`config.mk`:
```
export PLATFORM = sky130hd
export DESIGN_NAME = vga_clock_digits
export DESIGN_NICKNAME = d
export VERILOG_FILES = /design/src/rtl/vga_clock_digits.sv
export SDC_FILE = /design/constraint.sdc
export NUM_CORES = 1
export LEC_CHECK = 0
export CAP_MARGIN = 5
export CORE_MARGIN = 3
export CORE_UTILIZATION = 52
export CTS_BUF_LIST = sky130_fd_sc_hd__clkbuf_2
export CTS_CLUSTER_SIZE = 30
export DETAILED_ROUTE_END_ITERATION = 12
export PLACE_DENSITY = 0.89
export SYNTH_ARGS = -nofsm -noshare
export SYNTH_HDL_FRONTEND = slang
export SYNTH_SLANG_ARGS = --single-unit
```
`constraint.sdc`:
```
create_clock -name clk -period 3.4 [get_ports clk]
set_input_delay 0.68 -clock clk [delete_from_list [all_inputs] [get_ports clk]]
set_output_delay 0.68 -clock clk [all_outputs]
set_load 0.03 [all_outputs]
```
`src/rtl/vga_clock_digits.sv`:
```
// Seven-segment HH:MM:SS overlay stage placed after the VGA sync generator.
// Realigns the syncs to the coordinates, renders the time glyphs and latches the time once per frame.
module vga_clock_digits #(
  parameter int       X0       = 64,
  parameter int       Y0       = 176,
  parameter logic [2:0] FG     = 3'b010,
  parameter logic [2:0] BG     = 3'b000,
  parameter bit       BLANK_LZ = 1'b1
) (
  input  logic        clk,
  input  logic        rst,
  input  logic        hsync_in,
  input  logic        vsync_in,
  input  logic        activevideo_in,
  input  logic [9:0]  x_px,
  input  logic [9:0]  y_px,
  input  logic [23:0] time_bcd,
  input  logic        colon_on,
  output logic        hsync,
  output logic        vsync,
  output logic [2:0]  rgb
);

  localparam logic [9:0] X0_V = X0[9:0];
  localparam logic [9:0] Y0_V = Y0[9:0];

  // Segment rectangles for a..g (index 0 = a), half-open [lo,hi) in glyph-cell pixels.
  localparam logic [6:0] SEG_XL [7] = '{7'd16, 7'd48, 7'd48,  7'd16,  7'd8,   7'd8,  7'd16};
  localparam logic [6:0] SEG_XH [7] = '{7'd48, 7'd56, 7'd56,  7'd48,  7'd16,  7'd16, 7'd48};
  localparam logic [6:0] SEG_YL [7] = '{7'd8,  7'd16, 7'd68,  7'd112, 7'd68,  7'd16, 7'd60};
  localparam logic [6:0] SEG_YH [7] = '{7'd16, 7'd60, 7'd112, 7'd120, 7'd112, 7'd60, 7'd68};

  // Stage A: syncs delayed one cycle so they describe the same pixel as x_px/y_px.
  logic        hs_a_q, vs_a_q, av_a_q, vs_prev_q;
  logic [23:0] time_sh_q;
  logic        colon_sh_q;
  logic        frame_start_d;

  assign frame_start_d = vs_prev_q & ~vs_a_q;

  always_ff @(posedge clk) begin
    if (rst) begin
      hs_a_q     <= 1'b1;
      vs_a_q     <= 1'b1;
      av_a_q     <= 1'b0;
      vs_prev_q  <= 1'b1;
      time_sh_q  <= 24'h000000;
      colon_sh_q <= 1'b0;
    end else begin
      hs_a_q    <= hsync_in;
      vs_a_q    <= vsync_in;
      av_a_q    <= activevideo_in;
      vs_prev_q <= vs_a_q;
      if (frame_start_d) begin
        time_sh_q  <= time_bcd;
        colon_sh_q <= colon_on;
      end
    end
  end

  // S1: locate the pixel inside the digit row; wrap-around of the subtracts rejects pixels left/above.
  logic [9:0] dx_d, dy_d;
  logic       in_win_d;

  assign dx_d     = x_px - X0_V;
  assign dy_d     = y_px - Y0_V;
  assign in_win_d = (dx_d < 10'd512) && (dy_d < 10'd128);

  logic       hs1_q, vs1_q, av1_q, win1_q;
  logic [2:0] slot1_q;
  logic [5:0] lx1_q;
  logic [6:0] ly1_q;

  always_ff @(posedge clk) begin
    if (rst) begin
      hs1_q   <= 1'b1;
      vs1_q   <= 1'b1;
      av1_q   <= 1'b0;
      win1_q  <= 1'b0;
      slot1_q <= 3'd0;
      lx1_q   <= 6'd0;
      ly1_q   <= 7'd0;
    end else begin
      hs1_q   <= hs_a_q;
      vs1_q   <= vs_a_q;
      av1_q   <= av_a_q;
      win1_q  <= in_win_d;
      slot1_q <= dx_d[8:6];
      lx1_q   <= dx_d[5:0];
      ly1_q   <= dy_d[6:0];
    end
  end

  // S2: pick the digit for this slot from the frame-stable shadow and test the segment hit.
  function automatic logic [6:0] seg_decode(input logic [3:0] n);
    logic [6:0] m;
    case (n)
      4'd0:    m = 7'b1111110;
      4'd1:    m = 7'b0110000;
      4'd2:    m = 7'b1101101;
      4'd3:    m = 7'b1111001;
      4'd4:    m = 7'b0110011;
      4'd5:    m = 7'b1011011;
      4'd6:    m = 7'b1011111;
      4'd7:    m = 7'b1110000;
      4'd8:    m = 7'b1111111;
      4'd9:    m = 7'b1111011;
      default: m = 7'b0000000;
    endcase
    return m;
  endfunction

  logic [3:0] nib_d;
  logic       is_colon_d;
  logic       blank_d;
  logic [6:0] mask_d;
  logic [6:0] seg_hit_d;
  logic       colon_hit_d;
  logic       lit2_d;
  logic [6:0] lx_ext_d;

  always_comb begin
    nib_d      = 4'hF;
    is_colon_d = 1'b0;
    case (slot1_q)
      3'd0:    nib_d = time_sh_q[23:20];
      3'd1:    nib_d = time_sh_q[19:16];
      3'd3:    nib_d = time_sh_q[15:12];
      3'd4:    nib_d = time_sh_q[11:8];
      3'd6:    nib_d = time_sh_q[7:4];
      3'd7:    nib_d = time_sh_q[3:0];
      default: is_colon_d = 1'b1;
    endcase
  end

  assign blank_d  = (BLANK_LZ != 1'b0) && (slot1_q == 3'd0) && (nib_d == 4'd0);
  assign mask_d   = blank_d ? 7'b0000000 : seg_decode(nib_d);
  assign lx_ext_d = {1'b0, lx1_q};

  genvar gi;
  generate
    for (gi = 0; gi < 7; gi++) begin : g_seg
      assign seg_hit_d[6-gi] = (lx_ext_d >= SEG_XL[gi]) && (lx_ext_d < SEG_XH[gi]) &&
                               (ly1_q >= SEG_YL[gi]) && (ly1_q < SEG_YH[gi]);
    end
  endgenerate

  assign colon_hit_d = (lx_ext_d >= 7'd28) && (lx_ext_d < 7'd36) &&
                       (((ly1_q >= 7'd40) && (ly1_q < 7'd48)) ||
                        ((ly1_q >= 7'd80) && (ly1_q < 7'd88)));

  assign lit2_d = win1_q && (is_colon_d ? (colon_sh_q && colon_hit_d)
                                        : (|(mask_d & seg_hit_d)));

  logic hs2_q, vs2_q, av2_q, lit2_q;

  always_ff @(posedge clk) begin
    if (rst) begin
      hs2_q  <= 1'b1;
      vs2_q  <= 1'b1;
      av2_q  <= 1'b0;
      lit2_q <= 1'b0;
    end else begin
      hs2_q  <= hs1_q;
      vs2_q  <= vs1_q;
      av2_q  <= av1_q;
      lit2_q <= lit2_d;
    end
  end

  // S3: colour and pin-aligned syncs all leave on the same edge.
  logic       hs3_q, vs3_q;
  logic [2:0] rgb3_q;

  always_ff @(posedge clk) begin
    if (rst) begin
      hs3_q  <= 1'b1;
      vs3_q  <= 1'b1;
      rgb3_q <= 3'b000;
    end else begin
      hs3_q  <= hs2_q;
      vs3_q  <= vs2_q;
      rgb3_q <= av2_q ? (lit2_q ? FG : BG) : 3'b000;
    end
  end

  assign hsync = hs3_q;
  assign vsync = vs3_q;
  assign rgb   = rgb3_q;

endmodule

```
==> key figures, run 1 <==
Run status
  • Outcome: completed

Logic synthesis
  • Cell area after technology mapping: 2450 sq um
  • Cell type with the highest aggregate area in the netlist: dfxtp_1
  • Yosys warns: 0
  • Number of library cell types mapped by synthesis: 60
  • Commonest register cell after synthesis: dfxtp_1
  • Sequential-to-total area share from yosys stat: 0.417
  • Leading cell type by number of instances after synthesis: nand2_1
  • Biggest area contributors in the synthesized netlist: dfxtp_1, nand2_1, a21oi_1, ha_1, nor2b_1
  • Flops & latches, synth: 51
  • Most frequent cells after synthesis: nand2_1, dfxtp_1, a21oi_1
  • Number of synthesized flops with an enable pin: 0
  • Fraction of post-synthesis cell area in the top cell type by area: 0.417
  • Avg Cell Area, Syn: 8.34 sq um
  • Number of instances in the synthesized netlist: 294
  • Fraction of registers with async set/reset: 0

Floorplanning
  • Vertical die dimension: 74.7 um
  • Standard-cell row count: 24
  • Core ar.: 4440 sq um
  • Die Area: 5570 sq um
  • Die X: 74.7 um
  • Starting Density: 0.552
  • IO Count: 55

Detailed routing
  • Number of routed nets with antenna violations: 0
  • Routed WL: 4770 um
  • Detailed-route wire length per cell: 12.4 um
  • Detail-routed via count per cell: 5.34
  • Total via count in the routed design: 2,052
  • Number of design-rule violations left by the first detailed-router iteration: 101
  • Number of detailed-route iterations in the first pass: 4
  • Number of DRC violations after detailed routing: 0

Timing
  • Setup repair after global routing missed its margin: no
  • Worst Skew: 0.0236 ns
  • Number of hold violations in the final report: 0
  • Final setup violating endpoints: 0
  • Slack of the critical path: 0.543 ns
  • Worst slew margin: 0.418
  • Final worst path period share: 0.840
  • Pin slew with the least headroom to its limit: 0.873 ns
  • Peak Freq: 350 MHz
  • Pins over their slew limit: 0
  • Aggregate negative setup slack: 0 ns
  • Tmin final: 2.86 ns

Global routing
  • Wire length of the first global-routing pass: 8190 um
  • Pin count of the biggest net entering global routing: 28
  • Initial antenna violation count: 0
  • Global-route congestion overflow total: 0
  • Global-route total usage across every layer: 0.186
  • Vias in the first global route: 1,952

Clock tree
  • Resized cells post-CTS: 0
  • Post-CTS Repair Setup Buffers: 0
  • Htree depth: 2
  • Max Buffers Root-to-Sink: 2
  • Clock root buffer: clkbuf_2
  • TritonCTS Buffers: 5
  • Clock tree from TritonCTS: yes
  • Clock sink total: 51
  • Hold buffer count at cts: 0
  • Clk pin slew, worst setup/hold paths: 0.23 ns
  • Clock latency on the worst-skew pair: 0.43 ns

Critical path
  • Endpoint of the lowest-slack register-to-register path: lit2_q$_SDFF_PP0_
  • Cell seen most often among critical-path stages: inv_1
  • Max stage delay on crit path: 0.70 ns
  • Worst-path maximum fanout: 15
  • Start of the worst register-to-register path: slot1_q[1]$_SDFF_PP0_
  • Cell type group with the largest total delay on the critical path: compound AO/OA/AOI/OAI gates
  • Worst Reg-to-Reg Cells: 10
  • Required time reported for the critical path endpoint: 3.74 ns
  • Arrival time worst endpoint: 3.20 ns
  • Type of the setup path with the least slack: reg -> reg
  • Worst Setup End Kind: register
  • Startpoint type of the worst setup path: register
  • Worst-case register-to-register setup slack: 0.54 ns
  • Crit path buffers/inverters: 2
  • CP Cell Sequence: inv_1, a211o_1, a31oi_2, inv_1, ha_1, o31a_1, a31o_1, a222oi_1, a2111oi_1, a311oi_1
  • Master of the slowest instance on the critical path: dfxtp_1

Min path
  • Worst Hold Path EP: rgb[1]$_SDFF_PP0_
  • Hold Crit Depth: 2
  • Startpoint of the tightest hold check path: av2_q$_SDFF_PP0_
  • Worst min-delay path category: reg -> reg

Finish
  • Post-Route Utilization: 0.672
  • Reg area: 1020 sq um
  • Final-stage net count: 388
  • Fraction of layout instances using a drive strength above 1: 0.0904
  • # fillers: 367
  • Antenna diodes: 0
  • Area of the multi-input gates: 1300 sq um
  • Final standard cell count with taps included and fillers excluded: 384
  • Layout overhead on the synthesized area: 21.9%

Power and ir drop
  • Combinational Power Share: 0.180
  • Lkg Pwr: 0.00112 uW
  • Net switching fraction of the power: 0.271
  • Clock power frac: 0.271
  • Net switching power figure: 324 uW
  • Internal Power: 870 uW
  • Power per standard cell area: 400 nW/um^2
  • Worst vdd rail ir drop: 286 uV
  • Part of the power in registers: 0.549

Place
  • Half-perimeter wire length of the detailed placement result: 3630 um
  • GPL Wtd Cong: 0.940
  • Placed Instances: 376
  • Number of buffers inserted by port buffering: 48
  • Worst slack at placement: 0.580 ns

Flow run
  • Max cap viols: 0
==> worst register-to-register path, stage by stage (launching register included) <==
cell and delay (ns):
dfxtp_1 0.70, inv_1 0.15, a211o_1 0.33, a31oi_2 0.33
inv_1 0.11, ha_1 0.21, o31a_1 0.11, a31o_1 0.18
a222oi_1 0.26, a2111oi_1 0.13, a311oi_1 0.28
==> stage by stage <==
step / hold WS, ns / area (sq um) / power (uW)
2_1_floorplan: 0.389 / 2450 / 801
3_3_place_gp: 0.397 / 2920 / 874
3_5_place_dp: 0.399 / 2920 / 880
4_1_cts: 0.448 / 2990 / 1200
5_1_grt: 0.476 / 2990 / 1260
6_report: 0.440 / 2990 / 1190
==> layout by cell type, fill, tap and decap left out, types with 2 or more instances in the layout <==
master / netlist / final
a31o_1: 2 / 2
or3_1: 2 / 2
clkbuf_2: 0 / 5
nor3_1: 5 / 5
o211ai_1: 2 / 2
a22oi_1: 2 / 2
or2_2: 8 / 8
clkdlybuf4s50_1: 0 / 48
nor2b_1: 14 / 14
o21ai_0: 6 / 6
a21oi_1: 30 / 30
xor2_1: 3 / 3
inv_1: 6 / 6
nor3b_1: 4 / 4
nand3_1: 5 / 5
nor4b_1: 2 / 2
a31oi_1: 3 / 3
buf_4: 3 / 4
dfxtp_1: 51 / 51
nand2_1: 59 / 59
o22ai_1: 3 / 3
mux2i_1: 3 / 3
nand2b_1: 5 / 5
ha_1: 7 / 7
nand3b_1: 3 / 3
conb_1: 1 / 2
nor2_1: 14 / 14
==> worst max path at each step <==
| stage | cells after the start | endpoint | from |
|---|---|---|---|
| 2_1_floorplan | 11 | lit2_q$_SDFF_PP0_ | slot1_q[1]$_SDFF_PP0_ |
| 3_3_place_gp | 10 | lit2_q$_SDFF_PP0_ | slot1_q[1]$_SDFF_PP0_ |
| 3_5_place_dp | 10 | lit2_q$_SDFF_PP0_ | slot1_q[1]$_SDFF_PP0_ |
| 4_1_cts | 10 | lit2_q$_SDFF_PP0_ | slot1_q[1]$_SDFF_PP0_ |
| 5_1_grt | 10 | lit2_q$_SDFF_PP0_ | slot1_q[1]$_SDFF_PP0_ |
| 6_report | 10 | lit2_q$_SDFF_PP0_ | slot1_q[1]$_SDFF_PP0_ |
==> cells by family (layout without fill, tap and decap cells) <==
group / count (synthesis) / in the layout / synth area share
muxes: 4 / 4 / 0.0168
AOI/OAI and AO/OA: 66 / 66 / 0.183
xor gates and xnor gates: 4 / 4 / 0.0143
and+or+nand+nor: 132 / 132 / 0.276
DFF: 51 / 51 / 0.417
buffers and inverters: 29 / 66 / 0.0561
other: 1 / 2 / 0.00153
adders and majority gates: 7 / 7 / 0.0357
==> per-layer routing <==
metal  global-route usage  wire, um  vias to the layer above
met3               0.0494       246                        5
li1                     -         -                     1074
met4               0.0415        34                        0
met2                0.315      2210                       43
met5                    0         0                        -
met1                0.238      2280                      930
==> flip-flops by register name, indices dropped and copies added, names as in the netlist, 3 cells and up <==
register and flops:
ly1_q 5, slot1_q 3, lx1_q 4, time_sh_q 24
==> power by group through the flow <==
stage / clock network (uW) / registers (uW) / logic [uW]
floorplan: 0 / 650 / 152
global placement: 0 / 664 / 210
detailed placement: 0 / 666 / 214
CTS: 334 / 654 / 215
global route: 362 / 660 / 237
finish: 324 / 655 / 215
==> cell type report <==
type / count / area share
Sequential cell: 51 / 0.342
Tap cell: 52 / 0.0218
Inverter: 6 / 0.00754
Timing Repair Buffer: 52 / 0.171
Clock buffer: 5 / 0.00838
Clock inverter: 3 / 0.0159
Multi-Input combinational cell: 215 / 0.434
Power figures use the tool's default switching activity.
==> run 2, diff against run 1 <==
clock period = 2.8 ns   (was 3.4 ns; I/O delays follow)
==> run 2 against run 1 <==
Die area unchanged. Routed wire length increased by 5.1%. Combinational power increased by 26%. Core utilization increased by 0.76 points. Total power increased by 22%. Sequential share of layout area decreased by 0.22 points. Critical path type unchanged.
==> key figures, run 2 (same netlist as run 1, synthesis figures left out) <==
Timing
  • Setup repair after global routing missed its margin: no
  • Pins over their slew limit: 0 (unchanged)
  • Aggregate negative setup slack: 0 ns (unchanged)
  • Tmin final: 2.60 ns (-0.252 ns)
  • Worst slew margin: 0.401 (-0.0174)
  • Final worst path period share: 0.930 (+0.0900)
  • Pin slew with the least headroom to its limit: 0.899 ns (+0.0261 ns)
  • Final setup violating endpoints: 0 (unchanged)
  • Peak Freq: 384 MHz (+9.7%)
  • Number of hold violations in the final report: 0 (unchanged)
  • Worst Skew: 0.0278 ns (+0.00417 ns)

Finish
  • Max reg flops: 24 (unchanged)
  • Register containing the most flip-flops in the final layout: time_sh_q
  • Antenna diodes: 0 (unchanged)
  • Most common cell after layout, fill and taps aside: nand2_1
  • Final instance area: 3020 sq um (+1.1%)
  • Final-stage net count: 391 (+0.77%)
  • Commonest non-fill, non-tap cells in the layout: nand2_1, dfxtp_1, clkdlybuf4s50_1, a21oi_1
  • # fillers: 376 (+2.5%)
  • Area of the multi-input gates: 1300 sq um (+0.48%)
  • Reg area: 1030 sq um (+0.49%)
  • Registers with the most flip-flops: time_sh_q x24, ly1_q x5, lx1_q x4
  • Fraction of layout instances using a drive strength above 1: 0.107 (+0.0171)
  • Layout overhead on the synthesized area: 23.3%

Critical path
  • Endpoint of the lowest-slack register-to-register path: lit2_q$_SDFF_PP0_
  • Worst Setup End Kind: register
  • Type of the setup path with the least slack: reg -> reg
  • CP Cell Sequence: and2_0, a211o_1, a31oi_2, inv_1, ha_1, o31a_1, a31o_1, a222oi_1, a2111oi_1, a311oi_1
  • Worst Reg-to-Reg Cells: 10 (unchanged)
  • Arrival time worst endpoint: 2.95 ns (-0.25 ns)
  • Worst-case register-to-register setup slack: 0.20 ns (-0.35 ns)
  • Max stage delay on crit path: 0.46 ns (-0.24 ns)
  • Worst-path maximum fanout: 12 (-3)
  • Startpoint type of the worst setup path: register
  • Start of the worst register-to-register path: slot1_q[1]$_SDFF_PP0_
  • Master of the slowest instance on the critical path: dfxtp_4
  • Required time reported for the critical path endpoint: 3.15 ns (-0.59 ns)

Place
  • Placed cell areas: 2940 sq um (+0.77%)
  • Number of buffers inserted by port buffering: 48 (unchanged)
  • Half-perimeter wire length of the detailed placement result: 3630 um (about the same)
  • GPL Wtd Cong: 0.931 (-0.91%)

Detailed routing
  • Detailed-route wire length per cell: 12.9 um (+4.3%)
  • Number of design-rule violations left by the first detailed-router iteration: 130 (+29%)
  • Number of DRC violations after detailed routing: 0 (unchanged)
  • Total via count in the routed design: 2,122 (+3.4%)
  • Number of routed nets with antenna violations: 0 (unchanged)
  • Number of detailed-route iterations in the first pass: 4 (unchanged)
  • Detail-routed via count per cell: 5.48 (+2.6%)
  • Routed WL: 5010 um (+5.1%)

Floorplanning
  • Die X: 74.7 um (unchanged)
  • Starting Density: 0.552 (unchanged)
  • IO Count: 55 (unchanged)
  • Vertical die dimension: 74.7 um (unchanged)
  • Standard-cell row count: 24 (unchanged)
  • Die Area: 5570 sq um (unchanged)
  • Core ar.: 4440 sq um (unchanged)

Power and ir drop
  • Power per standard cell area: 484 nW/um^2 (+21%)
  • Worst vdd rail ir drop: 346 uV (+21%)
  • Lkg Pwr: 0.00114 uW (+1.6%)

Min path
  • Hold Crit Depth: 1 (-1)
  • Startpoint of the tightest hold check path: hs1_q$_SDFF_PP1_
  • Worst Hold Path EP: hs2_q$_SDFF_PP1_
  • Worst min-delay path category: reg -> reg

Global routing
  • Vias in the first global route: 1,917 (-1.8%)
  • Wire length of the first global-routing pass: 8250 um (+0.67%)
  • Initial antenna violation count: 0 (unchanged)
  • Global-route congestion overflow total: 0 (unchanged)
  • Pin count of the biggest net entering global routing: 26 (-7.1%)
  • Global-route total usage across every layer: 0.191 (+0.00474)

Clock tree
  • Max Buffers Root-to-Sink: 2 (unchanged)
  • Clock tree from TritonCTS: yes
  • Clk pin slew, worst setup/hold paths: 0.27 ns (+0.04 ns)
  • Clock sink total: 51 (unchanged)
  • Clock root buffer: clkbuf_2
  • Hold buffer count at cts: 0 (unchanged)
  • TritonCTS Buffers: 5 (unchanged)
  • Post-CTS Repair Setup Buffers: 0 (unchanged)
  • Htree depth: 2 (unchanged)
  • Clock latency on the worst-skew pair: 0.45 ns (+0.02 ns)

Flow run
  • Max cap viols: 0 (unchanged)

Run status
  • Outcome: completed
run 2: cell types whose count changed in the layout (fill, tap and decap cells not counted):
cell,before,now
nor4b_2,0,1
dfxtp_4,0,1
dfxtp_2,0,1
dfxtp_1,51,49
buf_4,4,7
nor4b_1,2,1
run 2: what timing repair did:
item | 4_1_cts | 5_1_grt
resized for setup | 1 | 3
pin swaps | 0 | 0
endpoints found under the hold margin | 0 | 0
endpoints found under the setup margin | 1 | 1
run 2: metal layers:
layer / vias to the layer above / track usage / share of wire
li1: 1078 / - / -
met5: - / 0 / 0
met1: 980 / 0.253 / 0.46
met2: 56 / 0.304 / 0.47
met4: 0 / 0.0672 / 0.017
met3: 8 / 0.0454 / 0.053
run 2: power by group:
| group | total (uW) | internal (uW) | switching (uW) |
|---|---|---|---|
| Sequential | 794 | 762 | 31.7 |
| Combinational | 271 | 144 | 128 |
| Clock | 397 | 156 | 241 |
run 2: worst max-delay path, delay by kind of cell (launching register included):
| kind | cells | cell delay (ns) |
|---|---|---|
| buf+inv | 1 | 0.11 |
| fa+ha+maj | 1 | 0.22 |
| flops | 1 | 0.46 |
| simple gates | 1 | 0.16 |
| compound gates | 7 | 1.55 |
run 2: how the worst max path moves through the flow:
stage / from / endpoint / slack (ns)
after global routing: slot1_q[1]$_SDFF_PP0_ / lit2_q$_SDFF_PP0_ / 0.05
after CTS: slot1_q[1]$_SDFF_PP0_ / lit2_q$_SDFF_PP0_ / 0.13
after global placement: slot1_q[1]$_SDFF_PP0_ / lit2_q$_SDFF_PP0_ / 0.14
final: slot1_q[1]$_SDFF_PP0_ / lit2_q$_SDFF_PP0_ / 0.20
after floorplan: slot1_q[1]$_SDFF_PP0_ / lit2_q$_SDFF_PP0_ / 0.40
after detailed placement: slot1_q[1]$_SDFF_PP0_ / lit2_q$_SDFF_PP0_ / 0.04
run 2: stage by stage:
stage	util	setup WS, ns	hold slack, ns	power, uW	std cells
4_1_cts	0.678	0.133	0.448	1460	387
3_3_place_gp	0.661	0.144	0.399	1070	379
6_report	0.680	0.195	0.447	1460	387
3_5_place_dp	0.661	0.0416	0.398	1070	379
5_1_grt	0.680	0.0532	0.464	1530	387
2_1_floorplan	-	0.402	0.389	973	295
run 2: layout make-up:
| cell class | count | area share |
|---|---|---|
| well taps | 52 | 0.0215 |
| clock inverters | 3 | 0.0157 |
| clock buffers | 5 | 0.00828 |
| multi-input cells | 215 | 0.431 |
| inverters | 6 | 0.00745 |
| flip-flops and latches | 51 | 0.340 |
| repair buffers | 55 | 0.176 |
